[src/rtl/fdiv.sv]
// fdiv: divides the board clock down to an OUT_HZ, 50 % duty square wave.
// Ports: clk_50mHz (in clock), rst (async active-high reset), clk_1Hz (divided clock, flop output).
module fdiv #(
    parameter int CLK_HZ = 50_000_000,
    parameter int OUT_HZ = 1
) (
    input  logic clk_50mHz,
    input  logic rst,
    output logic clk_1Hz
);

    // Input cycles per output half-period (truncated, so output runs slightly fast).
    localparam int HALF = (OUT_HZ > 0) ? CLK_HZ / (2 * OUT_HZ) : 0;
    localparam int CW   = (HALF <= 2) ? 1 : $clog2(HALF);
    localparam logic [CW-1:0] LAST = CW'((HALF > 0) ? HALF - 1 : 0);

    if (CLK_HZ <= 0 || OUT_HZ <= 0) begin : g_bad_hz
        $error("fdiv: CLK_HZ and OUT_HZ must both be positive");
    end

    if (HALF < 1) begin : g_bad_ratio
        $error("fdiv: OUT_HZ exceeds CLK_HZ/2, half-period would be zero");
    end

    logic [CW-1:0] cnt_q, cnt_d;
    logic          q_q, q_d;

    // Exact full-width compare keeps the counter inside 0..HALF-1.
    always_comb begin
        cnt_d = cnt_q + CW'(1);
        q_d   = q_q;
        if (cnt_q == LAST) begin
            cnt_d = '0;
            q_d   = ~q_q;
        end
    end

    always_ff @(posedge clk_50mHz or posedge rst) begin
        if (rst) begin
            cnt_q <= '0;
            q_q   <= 1'b0;
        end else begin
            cnt_q <= cnt_d;
            q_q   <= q_d;
        end
    end

    assign clk_1Hz = q_q;

endmodule

[config.mk]
export PLATFORM = sky130hd
export DESIGN_NAME = fdiv
export DESIGN_NICKNAME = d
export VERILOG_FILES = /design/src/rtl/fdiv.sv
export SDC_FILE = /design/constraint.sdc
export NUM_CORES = 1
export LEC_CHECK = 0
export BUFFER_PORTS_ARGS = -buffer_cell sky130_fd_sc_hd__buf_2
export CAP_MARGIN = 20
export CELL_PAD_IN_SITES_DETAIL_PLACEMENT = 1
export CELL_PAD_IN_SITES_GLOBAL_PLACEMENT = 1
export CORE_AREA = 3 3 60 62
export DETAILED_ROUTE_END_ITERATION = 8
export DIE_AREA = 0 0 63 65
export GPL_TIMING_DRIVEN = 0
export PLACE_DENSITY_LB_ADDON = 0.15
export SYNTH_ARGS = -nofsm -noshare
export SYNTH_HDL_FRONTEND = slang
export SYNTH_SLANG_ARGS = --single-unit
[constraint.sdc]
create_clock -name clk_50mHz -period 1.6 [get_ports clk_50mHz]
set_input_delay 0.08 -clock clk_50mHz [delete_from_list [all_inputs] [get_ports clk_50mHz]]
set_output_delay 0.08 -clock clk_50mHz [all_outputs]
set_load 0.005 [all_outputs]
==> flow_metrics.env, run 1 <==
export IMPL_yosysTopAreaCell="dfrtp_1"
export IMPL_yosysSeqAreaShare_pct=49.52
export IMPL_synth_top_area_share_pct=49.52
export IMPL_post_dp_hpwl_mm=1.918
export IMPL_top_layer_used="met4"
export IMPL_sw_frac_of_total_pct=20.02
export IMPL_dominantRegCellSynth="dfrtp_1"
export IMPL_cts_tree="yes"
export IMPL_crit_arrival_ns=1.97
export IMPL_p_per_area_mw_per_mm2=606.7
export IMPL_filler_cell_count=331
export IMPL_post_drt_wl_per_cell_um=20.11
export IMPL_wl_mm=4.304
export IMPL_critPathKind="reg2reg"
export IMPL_ys_seq_elements=26
export IMPL_io_buffers=2
export IMPL_slowest_delay_ns=0.48
export IMPL_die_y_um=65
export IMPL_fin_crit_sh_pct=109.8
export IMPL_clock_latency_ns=0.34
export IMPL_grt_pass1_vias=1180
export IMPL_rows=20
export IMPL_p_total_mw=1.146
export IMPL_synth_cell_types=32
export IMPL_slew_headroom_pct=64.63
export IMPL_setup_viol=16
export IMPL_setup_tns_ns=-1.100
export IMPL_dr_pass1_iters=4
export IMPL_synth_cells=128
export IMPL_numCtsBuffers=3
export IMPL_maxCapViolCount=0
export IMPL_path_clk_slew_ns=0.15
export IMPL_postRouteAntennaNets=0
export IMPL_wl_met1_mm=1.784
export IMPL_finClkSkew_ns=0.005589
export IMPL_grtUsageTotal_pct=17.59
export IMPL_grt_start_max_net_pins=27
export IMPL_antenna_found_initial=0
export IMPL_crit_cells=5
export IMPL_grt_pass1_wl_mm=5.678
export IMPL_dr_total_vias=1194
export IMPL_crit_chain="nor4b_4, buf_4, nand4_1, nor3_1, o21ai_0"
export IMPL_p_comb_share_pct=1.8
export IMPL_p_int_mw=0.9168
export IMPL_worstRegToRegCells=5
export IMPL_ctsHtreeMaxLevel=1
export IMPL_violations="negative setup slack"
export IMPL_reg2reg_to="cnt_q[6]$_DFF_PP0_"
export IMPL_critPathMaxFanout=3
export IMPL_synth_nets=131
export IMPL_cts_sinks=26
export IMPL_fmax_ghz=0.5693
export IMPL_start_util_pct=42.68
export IMPL_endpoint_kind="flop"
export IMPL_synth_edff_count=0
export IMPL_finalHoldViolations=0
export IMPL_vias_per_cell=5.579
export IMPL_startpoint="cnt_q[23]$_DFF_PP0_"
export IMPL_chipWidth_um=63
export IMPL_crit_path_top_delay_cell="dfrtp_2"
export IMPL_io_pins=3
export IMPL_clkPwrFrac_pct=40.9
export IMPL_worst_pin_slew_ns=0.5299
export IMPL_syn_area_mm2=0.001314
export IMPL_avgSynthCellArea_um2=10.26
export IMPL_drive_above_1_share_pct=49.41
export IMPL_async_reset_ff_share_pct=100.0
export IMPL_rr_startpoint="cnt_q[23]$_DFF_PP0_"
export IMPL_drv_slew=0
export IMPL_worst_path_buf_inv=1
export IMPL_drc=0
export IMPL_cp_top_family="simple AND/OR/NAND/NOR gates"
export IMPL_p_leak_nw=0.8421
export IMPL_yosys_warnings=0
export IMPL_p_sw_mw=0.2294
export IMPL_clockRootBuffer="clkbuf_4"
export IMPL_required_ns=1.82
export IMPL_grt_ovfl_total=0
export IMPL_gp_congestion=0.7257
export IMPL_area_delta_synth_final_pct=43.81
export IMPL_ir_drop_mv=0.4687
export IMPL_rrSetupSlack_ns=-0.16
export IMPL_finalCriticalPeriod_ns=1.756
export IMPL_wl_met3_um=110
export IMPL_dieArea_mm2=0.004095
export IMPL_antennaDiodeCount=0
export IMPL_finalNetCount=174
export IMPL_crit_end="cnt_q[6]$_DFF_PP0_"
export IMPL_core_mm2=0.003078
export IMPL_start_kind="flop"
export IMPL_status="complete, but fails checks"
export IMPL_ctsLongestPathBuffers=2
export IMPL_rsz0062_at_grt="yes"
export IMPL_synthTopCellsByArea="dfrtp_1, xor2_1, nand3_1"
export IMPL_min_path_type="in2async"
export IMPL_timing_final_ws_setup_ns=-0.1565
export IMPL_dr_wl_met2_mm=2.289
export IMPL_post_place_ws_ns=-0.2412
export IMPL_power_frac_seq_pct=57.3
export IMPL_dr_first_iter_drc_count=58
worst register-to-register path, cell delays in order (launching register included):
cell	delay, ns
dfrtp_2	0.48
nor4b_4	0.32
buf_4	0.15
nand4_1	0.14
nor3_1	0.39
o21ai_0	0.16
stage by stage:
stage,hold WS [ns],cell area (um2),cells,utilization (%)
2_1_floorplan,0.1200,1325,128,-
3_3_place_gp,0.3626,1390,174,45.16
3_5_place_dp,0.3677,1390,174,45.16
4_1_cts,0.4944,1629,198,52.93
5_1_grt,0.3334,1889,214,61.38
6_report,0.3067,1889,214,61.38
registers in the layout, summed over array words and instances, names as in the netlist:
name / cells
cnt_q: 25
clk_1Hz: 1
cell usage in the layout (no fill, tap or decap), types with 2 or more instances in the layout:
cell type | netlist | routed
clkbuf_4 | 0 | 4
or3_4 | 0 | 2
nor3_1 | 4 | 2
a21oi_2 | 1 | 7
inv_1 | 6 | 6
or4_4 | 1 | 3
xor2_1 | 8 | 7
a21oi_1 | 8 | 2
buf_6 | 1 | 6
nand3_1 | 10 | 9
xnor2_1 | 4 | 4
buf_4 | 0 | 31
nor4_4 | 1 | 2
nor2_2 | 0 | 2
dfrtp_2 | 0 | 7
buf_2 | 3 | 2
nor2_1 | 6 | 4
or3_1 | 5 | 3
o21ai_0 | 6 | 5
nand4_1 | 4 | 4
and4_4 | 1 | 3
nand2_1 | 9 | 6
dfrtp_1 | 26 | 19
o31ai_1 | 6 | 6
Yosys cell counts (all sizes together), types with 2 or more instances:
cell    n
dfrtp  26
nand3  10
a21oi   9
nand2   9
xor2    8
inv     6
nor2    6
o21ai   6
o31ai   6
nand4   5
or3     5
and4    4
buf     4
nor3    4
or4     4
xnor2   4
and3    2
nor4    2
cells by family after synthesis:
kind of cell | Yosys count | share of synthesized area, %
flip-flops | 26 | 49.52
XOR/XNOR | 12 | 8.000
AO/OA/AOI/OAI | 22 | 10.00
AND/OR/NAND/NOR | 56 | 27.05
multiplexers | 1 | 0.7619
adder cells (fa/ha/maj) | 1 | 0.9522
buffers and inverters | 10 | 3.714
what timing repair did:
item                       4_1_cts  5_1_grt
hold endpoints to repair        15        0
resized for setup               13       36
hold buffers                     1        0
pin swaps                       11       10
cloned                           0        1
setup endpoints to repair       15       19
buffers inserted                19       15
metal layers:
layer / vias up / GRT usage (%)
li1: 547 / -
met1: 615 / 22.22
met2: 20 / 30.96
met3: 12 / 1.560
met4: 0 / 6.887
met5: - / 0
layout make-up:
class,instances,area [um2],share of cell area (%)
Buffer,3,30.03,1.589
Clock buffer,3,22.52,1.192
Clock inverter,1,30.03,1.589
Inverter,6,22.52,1.192
Multi-Input combinational cell,92,757.0,40.07
Sequential cell,26,659.4,34.90
Tap cell,44,55.05,2.914
Timing Repair Buffer,39,312.8,16.56
worst min path at each step:
stage,from,to,slack (ns)
6_report,rst,cnt_q[12]$_DFF_PP0_,0.31
5_1_grt,rst,cnt_q[12]$_DFF_PP0_,0.33
4_1_cts,clk_1Hz$_DFFE_PP0N_,clk_1Hz$_DFFE_PP0N_,0.49
3_5_place_dp,rst,clk_1Hz$_DFFE_PP0N_,0.37
3_3_place_gp,rst,clk_1Hz$_DFFE_PP0N_,0.36
2_1_floorplan,rst,clk_1Hz$_DFFE_PP0N_,0.12
power groups by stage:
stage | registers [mW] | logic, mW | clock network [mW]
3_5_place_dp | 0.670 | 0.0150 | 0
4_1_cts | 0.657 | 0.0170 | 0.477
2_1_floorplan | 0.670 | 0.00976 | 0
5_1_grt | 0.658 | 0.0234 | 0.516
6_report | 0.657 | 0.0201 | 0.469
3_3_place_gp | 0.670 | 0.0148 | 0
(Power assumes the default switching activity.)
==> run 2: changes to the inputs <==
==> config.mk (replaced) <==
export PLATFORM = sky130hd
export DESIGN_NAME = fdiv
export DESIGN_NICKNAME = d
export VERILOG_FILES = /design/src/rtl/fdiv.sv
export SDC_FILE = /design/constraint.sdc
export NUM_CORES = 1
export LEC_CHECK = 0
export BUFFER_PORTS_ARGS = -buffer_cell sky130_fd_sc_hd__buf_2
export CAP_MARGIN = 20
export CELL_PAD_IN_SITES_DETAIL_PLACEMENT = 2
export CELL_PAD_IN_SITES_GLOBAL_PLACEMENT = 2
export CORE_AREA = 3 3 65 67
export DETAILED_ROUTE_END_ITERATION = 8
export DIE_AREA = 0 0 68 70
export GPL_TIMING_DRIVEN = 0
export MAX_ROUTING_LAYER = met4
export PLACE_DENSITY_LB_ADDON = 0.15
export RECOVER_POWER = 25
export SYNTH_ARGS = -nofsm -noshare
export SYNTH_HDL_FRONTEND = slang
export SYNTH_SLANG_ARGS = --single-unit
==> run 2 against run 1 <==
The run still ends with negative setup slack left; clock power increased by 22%; die area rose by 16%; final area is 3.8% higher; worst setup slack gained 0.042 ns; sequential power about the same; critical path depth is 2 higher; clock skew is 0.0032 ns lower; via count increased by 2.4%; clock-buffer cell count did not move; combinational power down 7%; hold slack worse by 0.076 ns; critical endpoint is now cnt_q[24]$_DFF_PP0_.
==> flow_metrics.env, run 2 (same netlist as run 1, synthesis figures left out) <==
export IMPL_grt_start_max_net_pins=27
export IMPL_antenna_found_initial=0
export IMPL_cts_tree="yes"
export IMPL_fin_crit_sh_pct=107.1
export IMPL_final_cell_mix="buf_4, dfrtp_1, nand3_1"
export IMPL_vias_per_cell=5.534
export IMPL_io_pins=3
export IMPL_finalNetCount=177
export IMPL_clockRootBuffer="clkbuf_8"
export IMPL_drive_above_1_share_pct=51.45
export IMPL_grt_ovfl_total=0
export IMPL_grt_pass1_vias=1292
export IMPL_postRouteAntennaNets=0
export IMPL_ir_drop_mv=0.5129
export IMPL_rrSetupSlack_ns=-0.11
export IMPL_multi_input_area_um2=784.5
export IMPL_worst_pin_slew_ns=0.6375
export IMPL_seq_area_um2=656.9
export IMPL_rr_startpoint="cnt_q[1]$_DFF_PP0_"
export IMPL_post_dp_hpwl_mm=2.224
export IMPL_filler_cell_count=365
export IMPL_p_per_area_mw_per_mm2=636.1
export IMPL_hold_ws_ns=0.2303
export IMPL_start_kind="flop"
export IMPL_drc=0
export IMPL_critPathMaxFanout=6
export IMPL_ctsHtreeMaxLevel=1
export IMPL_maxCapViolCount=0
export IMPL_grt_pass1_wl_mm=6.962
export IMPL_cts_sinks=26
export IMPL_drv_slew=0
export IMPL_rows=22
export IMPL_die_y_um=70
export IMPL_regMostFlops="cnt_q"
export IMPL_critPathKind="reg2reg"
export IMPL_largest_register_ffs=25
export IMPL_post_place_ws_ns=-0.2944
export IMPL_crit_arrival_ns=1.88
export IMPL_reg2reg_to="cnt_q[24]$_DFF_PP0_"
export IMPL_violations="negative setup slack"
export IMPL_finalHoldViolations=0
export IMPL_wl_mm=5.228
export IMPL_gp_congestion=0.7597
export IMPL_numCtsBuffers=3
export IMPL_setup_tns_ns=-1.042
export IMPL_area_delta_synth_final_pct=49.24
export IMPL_grtUsageTotal_pct=20.17
export IMPL_antennaDiodeCount=0
export IMPL_worstRegToRegCells=7
export IMPL_core_mm2=0.003689
export IMPL_path_clk_slew_ns=0.10
export IMPL_required_ns=1.76
export IMPL_finalCriticalPeriod_ns=1.714
export IMPL_timing_final_ws_setup_ns=-0.1141
export IMPL_endpoint_kind="flop"
export IMPL_placed_cells=178
export IMPL_start_util_pct=35.62
export IMPL_io_buffers=2
export IMPL_dieArea_mm2=0.004760
export IMPL_fmax_ghz=0.5834
export IMPL_chipWidth_um=68
export IMPL_status="complete, but fails checks"
export IMPL_stdcell_count=221
export IMPL_ctsLongestPathBuffers=2
export IMPL_dr_pass1_iters=4
export IMPL_dr_first_iter_drc_count=63
export IMPL_rsz0062_at_grt="yes"
export IMPL_clock_latency_ns=0.28
export IMPL_min_path_type="in2async"
export IMPL_finClkSkew_ns=0.002353
export IMPL_final_common_cell="buf_4"
export IMPL_post_drt_wl_per_cell_um=23.66
export IMPL_dr_total_vias=1223
export IMPL_setup_viol=16
export IMPL_slew_headroom_pct=57.50
export IMPL_p_leak_nw=0.8804
## run 2: changes by cell type in the layout (fill, tap and decap cells not counted), sizes merged
cell	change
buf	+3
## run 2: repair_timing
item	CTS	global route
buffers inserted	25	11
pin swaps	14	17
endpoints found under the hold margin	0	26
hold buffers	0	1
resized for setup	22	30
gates cloned	2	0
endpoints found under the setup margin	17	18
## run 2: per-layer routing
metal  wire length [um]  global-route usage [%]  share of wire, %
met2               2790                   34.58                53
met4                114                   3.974               2.2
met1               2167                   24.20                41
met3                155                   3.859               3.0
met5                  0                       -                 0
## run 2: report_power, final
group | internal (mW) | leakage [nW] | total, mW | switching (mW)
clock network | 0.336 | 0.0357 | 0.572 | 0.236
registers | 0.657 | 0.341 | 0.657 | 0
logic | 0.00342 | 0.504 | 0.0186 | 0.0152
total | 0.995 | 0.880 | 1.25 | 0.252
## run 2: area by class of cell
cell class / instances / area share (%)
clock buffer: 3 / 2.106
buffer: 3 / 1.532
clock inverter: 1 / 1.532
multi-input combinational: 92 / 40.01
timing repair buffer: 42 / 17.10
tap: 48 / 3.063
inverter: 6 / 1.149
sequential: 26 / 33.50
## run 2: critical path, cell delays in order (launching register included)
cell and delay, ns:
dfrtp_1 0.38, ha_2 0.19, and3_4 0.22, buf_12 0.13, nand2_8 0.07, buf_4 0.14
o31ai_1 0.38, a21oi_2 0.09
## run 2: per-stage QoR
step                      power [mW]  util (%)  cell area, um2
after floorplan               0.6793         -            1325
after global placement        0.6846     37.82            1395
after detailed placement      0.6849     37.82            1395
after CTS                      1.245     47.12            1738
after global routing           1.290     53.15            1961
final                          1.247     53.15            1961
## run 2: worst max-delay path by stage
stage,start,depth (start not counted),end,slack [ns]
floorplan,cnt_q[0]$_DFF_PP0_,6,cnt_q[24]$_DFF_PP0_,0.001
detailed placement,cnt_q[6]$_DFF_PP0_,5,cnt_q[3]$_DFF_PP0_,-0.29
CTS,cnt_q[1]$_DFF_PP0_,7,clk_1Hz$_DFFE_PP0N_,-0.04
global placement,cnt_q[6]$_DFF_PP0_,5,cnt_q[11]$_DFF_PP0_,-0.24
global route,cnt_q[0]$_DFF_PP0_,7,cnt_q[24]$_DFF_PP0_,-0.23
finish,cnt_q[1]$_DFF_PP0_,7,cnt_q[24]$_DFF_PP0_,-0.11
==> run 3: changes to the inputs <==
--- a/config.mk
+++ b/config.mk
@@ -7,11 +7,11 @@
 export LEC_CHECK = 0
 export BUFFER_PORTS_ARGS = -buffer_cell sky130_fd_sc_hd__buf_2
 export CAP_MARGIN = 20
-export CELL_PAD_IN_SITES_DETAIL_PLACEMENT = 2
-export CELL_PAD_IN_SITES_GLOBAL_PLACEMENT = 2
-export CORE_AREA = 3 3 65 67
+export CELL_PAD_IN_SITES_DETAIL_PLACEMENT = 0
+export CELL_PAD_IN_SITES_GLOBAL_PLACEMENT = 1
+export CORE_AREA = 3 3 60 62
 export DETAILED_ROUTE_END_ITERATION = 8
-export DIE_AREA = 0 0 68 70
+export DIE_AREA = 0 0 63 65
 export GPL_TIMING_DRIVEN = 0
 export MAX_ROUTING_LAYER = met4
 export PLACE_DENSITY_LB_ADDON = 0.15
==> run 3 against run 2 <==
The flow still finishes with violations (negative setup slack); wire length shrank 45%; sequential share of layout area rose by 3.5 points; clock power shrank 41%; utilization increased by 4.4 points; worst setup slack better by 0.092 ns; combinational power up 28%; flip-flop and latch count unchanged; critical path type unchanged; cell count fell by 7.2%.
==> flow_metrics.env, run 3 (same netlist as run 1, synthesis figures left out) <==
export IMPL_drv_slew=0
export IMPL_post_drt_wl_per_cell_um=14.12
export IMPL_ctsLongestPathBuffers=2
export IMPL_finalHoldViolations=0
export IMPL_place_area_mm2=0.001390
export IMPL_design_area_mm2=0.001770
export IMPL_maxCapViolCount=0
export IMPL_rrSetupSlack_ns=-0.02
export IMPL_die_y_um=65
export IMPL_grt_ovfl_total=0
export IMPL_timing_final_ws_setup_ns=-0.02208
export IMPL_ir_drop_mv=0.3565
export IMPL_drive_above_1_share_pct=42.24
export IMPL_grt_pass1_wl_mm=4.726
export IMPL_start_kind="flop"
export IMPL_chipWidth_um=63
export IMPL_fmax_ghz=0.6165
export IMPL_clockRootBuffer="clkbuf_4"
export IMPL_dr_first_iter_drc_count=16
export IMPL_slew_headroom_pct=65.61
export IMPL_final_cell_mix="dfrtp_1, buf_4, nand3_1"
export IMPL_reg2reg_to="cnt_q[20]$_DFF_PP0_"
export IMPL_crit_end="cnt_q[20]$_DFF_PP0_"
export IMPL_setup_viol=1
export IMPL_rr_startpoint="cnt_q[6]$_DFF_PP0_"
export IMPL_ctsHtreeMaxLevel=1
export IMPL_grt_start_max_net_pins=27
export IMPL_grtUsageTotal_pct=15.39
export IMPL_drc=0
export IMPL_finalCriticalPeriod_ns=1.622
export IMPL_path_clk_slew_ns=0.14
export IMPL_status="complete, but fails checks"
export IMPL_cts_tree="yes"
export IMPL_cts_sinks=26
export IMPL_grt_pass1_vias=1014
export IMPL_rsz0062_at_grt="yes"
export IMPL_critPathMaxFanout=6
export IMPL_min_path_type="in2async"
export IMPL_filler_cell_count=270
export IMPL_io_buffers=2
export IMPL_hold_ws_ns=0.3052
export IMPL_finalNetCount=165
export IMPL_largest_register_ffs=25
export IMPL_gp_congestion=0.7343
export IMPL_endpoint_kind="flop"
export IMPL_p_per_area_mw_per_mm2=575.7
export IMPL_dr_total_vias=1056
export IMPL_core_mm2=0.003078
export IMPL_worst_pin_slew_ns=0.5153
export IMPL_fin_util_pct=57.52
export IMPL_placed_cells=174
export IMPL_required_ns=1.87
export IMPL_postRouteAntennaNets=0
export IMPL_area_delta_synth_final_pct=34.76
export IMPL_critPathKind="reg2reg"
export IMPL_crit_arrival_ns=1.89
export IMPL_antenna_found_initial=0
export IMPL_vias_per_cell=5.151
export IMPL_dieArea_mm2=0.004095
export IMPL_setup_tns_ns=-0.02208
export IMPL_p_leak_nw=0.7765
export IMPL_io_pins=3
export IMPL_antennaDiodeCount=0
export IMPL_startpoint="cnt_q[6]$_DFF_PP0_"
export IMPL_worstRegToRegCells=5
export IMPL_p_total_mw=1.019
export IMPL_fin_crit_sh_pct=101.4
export IMPL_clock_latency_ns=0.32
export IMPL_stdcell_count=205
export IMPL_dr_pass1_iters=4
export IMPL_numCtsBuffers=3
export IMPL_finClkSkew_ns=0.006139
export IMPL_rows=20
export IMPL_wl_mm=2.895
export IMPL_violations="negative setup slack"
export IMPL_post_place_ws_ns=-0.2642
export IMPL_regMostFlops="cnt_q"
export IMPL_post_dp_hpwl_mm=1.701
export IMPL_start_util_pct=42.68
-- run 3: cell count changes in the layout (fill, tap and decap cells not counted), sizes merged --
cell    delta
buf       -13
clkbuf     +2
bufinv     -1
-- run 3: worst min path at each step --
stage | start | to | slack (ns) | cells past startpoint
6_report | rst | cnt_q[22]$_DFF_PP0_ | 0.31 | 3
5_1_grt | rst | cnt_q[23]$_DFF_PP0_ | 0.32 | 3
4_1_cts | clk_1Hz$_DFFE_PP0N_ | clk_1Hz$_DFFE_PP0N_ | 0.48 | 1
3_5_place_dp | rst | clk_1Hz$_DFFE_PP0N_ | 0.37 | 2
3_3_place_gp | rst | clk_1Hz$_DFFE_PP0N_ | 0.36 | 2
2_1_floorplan | rst | clk_1Hz$_DFFE_PP0N_ | 0.12 | 1
-- run 3: critical path: stages (launching register included) --
cell and delay (ns):
dfrtp_2 0.43, and4_4 0.28, nand4_4 0.11, buf_6 0.16, or4_4 0.47, a21oi_2 0.12
-- run 3: power breakdown --
group	switching (mW)	leakage, nW	internal, mW	total, mW
Clock	0.199	0.0210	0.139	0.338
Combinational	0.0145	0.412	0.00933	0.0239
Sequential	0	0.344	0.657	0.657
-- run 3: what timing repair did --
action                     in CTS  in global routing
buffers inserted               17                  9
setup endpoints to repair      15                 17
gates resized for setup        13                 22
hold endpoints to repair        4                  0
hold buffers                    1                  0
pin swaps                      10                  9
-- run 3: cell type report --
cell class              count  area (um2)  area share, %
plain buffers               3       30.03          1.696
multi-input cells          92       724.4          40.92
flip-flops and latches     26       654.4          36.96
clock buffers               4       36.28          2.049
well taps                  44       55.05          3.110
repair buffers             30       247.7          13.99
inverters                   6       22.52          1.272
-- run 3: metal layers --
| layer | wire length [um] | share of wire (%) | global-route usage, % |
|---|---|---|---|
| met5 | 0 | 0 | - |
| met4 | 43 | 1.5 | 5.785 |
| met2 | 1397 | 48 | 22.53 |
| met1 | 1408 | 49 | 21.36 |
| met3 | 45 | 1.6 | 2.600 |
